$ cat config.mk
export PLATFORM = sky130hd
export DESIGN_NAME = storage_type_detector
export DESIGN_NICKNAME = d
export VERILOG_FILES = /design/src/rtl/storage_type_detector.sv
export SDC_FILE = /design/constraint.sdc
export NUM_CORES = 1
export LEC_CHECK = 0
export ABC_AREA = 1
export ABC_CLOCK_PERIOD_IN_PS = 3600
export BUFFER_PORTS_ARGS = -buffer_cell sky130_fd_sc_hd__clkbuf_2
export CORE_AREA = 4 4 54 56
export CTS_BUF_LIST = sky130_fd_sc_hd__clkbuf_2
export DETAILED_ROUTE_END_ITERATION = 7
export DIE_AREA = 0 0 58 60
export SKIP_CTS_REPAIR_TIMING = 1
export SLEW_MARGIN = 20
export SYNTH_ARGS = -nofsm -noshare
export SYNTH_HDL_FRONTEND = slang
export SYNTH_SLANG_ARGS = --single-unit
$ cat constraint.sdc
create_clock -name clk -period 3.6 [get_ports clk]
set_clock_uncertainty 0.1 [all_clocks]
set_input_delay 0.72 -clock clk [delete_from_list [all_inputs] [get_ports clk]]
set_output_delay 0.72 -clock clk [all_outputs]
set_load 0.005 [all_outputs]
$ cat src/rtl/storage_type_detector.sv
// Classifies the storage element wired to stim_en/stim_d/obs_q as latch, flop or combinational.
// Define DETECT_DUAL_POLARITY_EN to repeat the test with inverted polarity and require agreement.
module storage_type_detector #(
    parameter int unsigned SETTLE_CYCLES = 2
) (
    input  logic       clk,
    input  logic       rst_n,
    input  logic       start,
    input  logic       obs_q,
    output logic       stim_en,
    output logic       stim_d,
    output logic       busy,
    output logic       done,
    output logic [1:0] result
);

    localparam int unsigned CNT_W = 4;
    localparam logic [CNT_W-1:0] CNT_LAST = CNT_W'(SETTLE_CYCLES - 1);

    localparam logic [1:0] RES_UNKNOWN = 2'b00;
    localparam logic [1:0] RES_LATCH   = 2'b01;
    localparam logic [1:0] RES_FLOP    = 2'b10;
    localparam logic [1:0] RES_COMB    = 2'b11;

    typedef enum logic [2:0] {
        IDLE   = 3'd0,
        INIT   = 3'd1,
        LAUNCH = 3'd2,
        FOLLOW = 3'd3,
        HOLD1  = 3'd4,
        HOLD2  = 3'd5
    } state_t;

    state_t           state, state_n;
    logic [CNT_W-1:0] cnt, cnt_n;
    logic             s0, s1, s2;
    logic             s0_n, s1_n, s2_n;
    logic             stim_en_n, stim_d_n, busy_n, done_n;
    logic [1:0]       result_n;
    logic             pass_pol, next_pol;
    logic             sample;
    logic [1:0]       cls;

    // Samples are taken relative to the pass polarity so one rule set serves both passes.
    function automatic logic [1:0] classify(input logic c0, input logic c1,
                                            input logic c2, input logic c3);
        logic [1:0] r;
        r = RES_UNKNOWN;
        if (c0)                r = RES_UNKNOWN;
        else if (c1 && !c3)    r = RES_COMB;
        else if (c1 && c3)     r = RES_LATCH;
        else if (c2 && c3)     r = RES_FLOP;
        return r;
    endfunction

`ifdef DETECT_DUAL_POLARITY_EN
    logic       pol;
    logic [1:0] cls1, cls1_n;

    assign pass_pol = pol;

    always_ff @(posedge clk or negedge rst_n) begin
        if (!rst_n) begin
            pol  <= 1'b0;
            cls1 <= RES_UNKNOWN;
        end else begin
            pol  <= next_pol;
            cls1 <= cls1_n;
        end
    end
`else
    assign pass_pol = 1'b0;
`endif

    assign sample = obs_q ^ pass_pol;
    assign cls    = classify(s0, s1, s2, sample);

    always_ff @(posedge clk or negedge rst_n) begin
        if (!rst_n) begin
            state   <= IDLE;
            cnt     <= '0;
            s0      <= 1'b0;
            s1      <= 1'b0;
            s2      <= 1'b0;
            stim_en <= 1'b0;
            stim_d  <= 1'b0;
            busy    <= 1'b0;
            done    <= 1'b0;
            result  <= RES_UNKNOWN;
        end else begin
            state   <= state_n;
            cnt     <= cnt_n;
            s0      <= s0_n;
            s1      <= s1_n;
            s2      <= s2_n;
            stim_en <= stim_en_n;
            stim_d  <= stim_d_n;
            busy    <= busy_n;
            done    <= done_n;
            result  <= result_n;
        end
    end

    always_comb begin
        state_n   = state;
        cnt_n     = cnt;
        s0_n      = s0;
        s1_n      = s1;
        s2_n      = s2;
        done_n    = 1'b0;
        result_n  = result;
        next_pol  = pass_pol;
        stim_en_n = 1'b0;
        stim_d_n  = 1'b0;
`ifdef DETECT_DUAL_POLARITY_EN
        cls1_n    = cls1;
`endif

        case (state)
            IDLE: begin
                if (start) begin
                    state_n = INIT;
                    cnt_n   = '0;
                end
            end
            INIT: begin
                if (cnt >= CNT_LAST) begin
                    s0_n    = sample;
                    state_n = LAUNCH;
                end else begin
                    cnt_n = cnt + CNT_W'(1);
                end
            end
            LAUNCH: begin
                s1_n    = sample;
                state_n = FOLLOW;
            end
            FOLLOW: begin
                s2_n    = sample;
                state_n = HOLD1;
            end
            HOLD1: begin
                state_n = HOLD2;
            end
            HOLD2: begin
`ifdef DETECT_DUAL_POLARITY_EN
                if (!pass_pol) begin
                    cls1_n   = cls;
                    next_pol = 1'b1;
                    cnt_n    = '0;
                    state_n  = INIT;
                end else begin
                    result_n = (cls == cls1) ? cls : RES_UNKNOWN;
                    done_n   = 1'b1;
                    next_pol = 1'b0;
                    state_n  = IDLE;
                end
`else
                result_n = cls;
                done_n   = 1'b1;
                state_n  = IDLE;
`endif
            end
            default: begin
                state_n = IDLE;
            end
        endcase

        // Drive values are decoded from the next state so they are registered in step with it.
        case (state_n)
            INIT: begin
                stim_en_n = 1'b1;
                stim_d_n  = next_pol;
            end
            LAUNCH, FOLLOW: begin
                stim_en_n = 1'b1;
                stim_d_n  = ~next_pol;
            end
            HOLD1: begin
                stim_d_n = ~next_pol;
            end
            HOLD2: begin
                stim_d_n = next_pol;
            end
            default: begin
                stim_en_n = 1'b0;
                stim_d_n  = 1'b0;
            end
        endcase
    end

    assign busy_n = (state_n != IDLE);

endmodule

==> impl_results.md <==
- DR vias/cell: 4.297
- Required @ worst endpoint: 2.78 ns
- Tcrit/Tclk final: 45.33%
- Syn_nets: 92
- Syn. warnings: 0
- Number of global-route vias before repair: 553
- TritonCTS buffer count: 3
- Placed cell area: 797.0 sq um
- Fmax: 0.6128 GHz
- Flop and latch count out of synthesis: 16
- Final Max Slew Viols: 0
- DR vias: 550
- Critical path class: reg2out
- Worst Path Max Fanout: 2
- Clock Path Buffers: 2
- Post-synth EDFFs: 0
- Tightest hold margin: 0.2157 ns
- Fill count: 262
- I/O pins: 10
- Power, Total: 623.1 uW
- CP top delay family: flip-flops
- CTS root buf: clkbuf_2
- Slew headroom: 74.77%
- Ys async rst share: 100.0%
- DRT Pass-1 Iters: 4
- Die area: 3480 sq um
- Worst Setup End Kind: output port
- Synth cell types: 11
- Leak pwr: 0.4591 nW
- Finished Cell Area: 815.8 sq um
- List of most frequent post-synthesis cells: 25 x nand2_1, 16 x dfrtp_1, 12 x inv_1, 12 x nor2_1, 10 x nand3_1
- Yosys top cell by area: dfrtp_1
- CTS tree: built
- Inst Count DP: 124
- Crit path arrival time: 0.81 ns
- Row count: 18
- DRT antenna net count: 0
- Routability-driven placement congestion ratio: 0.7369
- Worst r2r dst: busy
- CTS clock-pin slew for the worst setup and hold paths: 0.14 ns
- WL/cell: 9.563 microns
- H-Tree Depth: 1
- Least-Margin Pin Slew: 0.3784 ns
- Area delta synth->final: 14.19%
- Buf/Inv on CP: 1
- Layout cells sized above 1: 12.24%
- PD cells: 763.8 nW/um^2
- Yosys top cell area share: 56.04%
- Syn avg cell area: 8.405 sq um
- Initial antenna violation count: 0
- Hold crit path type: in2async
- Initial drt markers: 8
- CTS Sinks: 16
- Total grt overflow: 0
- Critical Path Slowest Stage Cell: dfrtp_1
- Post-Syn Instances: 85
- VDD IR max: 0.3834 mV
- Die Span Y: 60 microns
- Die extent in x: 58 microns
- CORE AREA: 2432 sq um
- Synth area leaders: dfrtp_1 56%, nand2_1 13%, nand3_1 7.0%
- Most common cell in the netlist: nand2_1
- RSZ-0062 raised after global routing: no
- Period minus WS final: 1.632 ns
- Overall routing resource usage: 9.244%
- Sum Neg Setup Slack: 0 ns
- Final Util: 33.54%
- Pre-CTS WS: 2.096 ns
- Final Non-Filler Cells: 128
- Top_reg_cell synth: dfrtp_1
- Final setup viols: 0
- FF-to-FF path depth: 9
- Final WL: 1224 microns
- Post-synthesis sequential area ratio: 56.04%
- DRC viols: 0
- Initial core utilization: 29.37%
- Critical-path cell list: clkbuf_2
- Post-route worst setup slack: 1.968 ns
- Area of the multi-input gates: 269.0 sq um
- Max_cap viols: 0
- Status: finished clean
- Final hold violations: 0
- ANT cells: 0
- Number of port buffers: 9
- CP startpoint kind: flop
- First-pass GRT wire length: 2318 microns
- Largest net degree at the start of global routing: 17
- Register area: 400.4 sq um
- Final layout net count: 106
- Post-synthesis cell area: 714.4 sq um
- Critical Path Max Stage Delay: 0.41 ns
- Reg-to-reg critical path startpoint: cnt[0]
- Clock latency on the worst-skew pair: 0.29 ns
- DPL Wire Length: 964.4 microns
- Reg2reg setup slack: 2.14 ns
[worst max path at each step]
stage / startpoint / endpoint / slack, ns / depth (start not counted)
3_5_place_dp: start / busy / 2.10 / 5
5_1_grt: result[0] / result[0] / 1.88 / 1
6_report: result[1] / result[1] / 1.97 / 1
2_1_floorplan: start / busy / 2.27 / 4
4_1_cts: result[1] / result[1] / 1.94 / 1
3_3_place_gp: start / busy / 2.12 / 5
[state kept, by name, indices dropped and copies added, names as in the netlist]
register	cells
done	1
busy	1
s1	1
stim_en	1
s0	1
s2	1
stim_d	1
result	2
state	3
cnt	4
[kinds of logic (layout without fill, tap and decap cells)]
| logic type | count (synthesis) | after routing | share of synthesized area [%] |
|---|---|---|---|
| simple gates | 48 | 48 | 27.32 |
| flops | 16 | 16 | 56.04 |
| buf+inv | 12 | 25 | 6.304 |
| compound gates | 5 | 5 | 3.852 |
| fa+ha+maj | 3 | 3 | 5.255 |
| xor+xnor | 1 | 1 | 1.226 |
[metal layers]
metal / up-vias / global-route usage (%) / wire, microns
met5: - / 0 / 0
met4: 0 / 4.967 / 27
met3: 5 / 4.752 / 71
met2: 8 / 14.84 / 567
met1: 249 / 9.893 / 558
li1: 288 / - / -
[placed cells by master (no fill, tap or decap), drive strengths merged]
master,instances
nand2,25
dfrtp,16
inv,12
nor2,12
clkbuf,12
nand3,10
o21ai,4
ha,3
nand4,1
a21o,1
xnor2,1
clkinv,1
[power breakdown]
part / leakage [nW] / internal [mW] / switching [mW] / total (mW)
Combinational: 0.240 / 0.0985 / 0.154 / 0.253
Clock: 0.0140 / 0.0241 / 0.0541 / 0.0782
Sequential: 0.205 / 0.249 / 0.0432 / 0.292
Total: 0.459 / 0.372 / 0.252 / 0.623
[final cells by class]
type                            instances  share of cell area [%]
Sequential cell                        16                   49.08
Clock inverter                          1                  0.4601
Timing Repair Buffer                    9                   5.521
Inverter                               12                   5.521
Tap cell                               30                   4.601
Multi-Input combinational cell         57                   32.98
Clock buffer                            3                   1.840
Power figures use the tool's default switching activity.
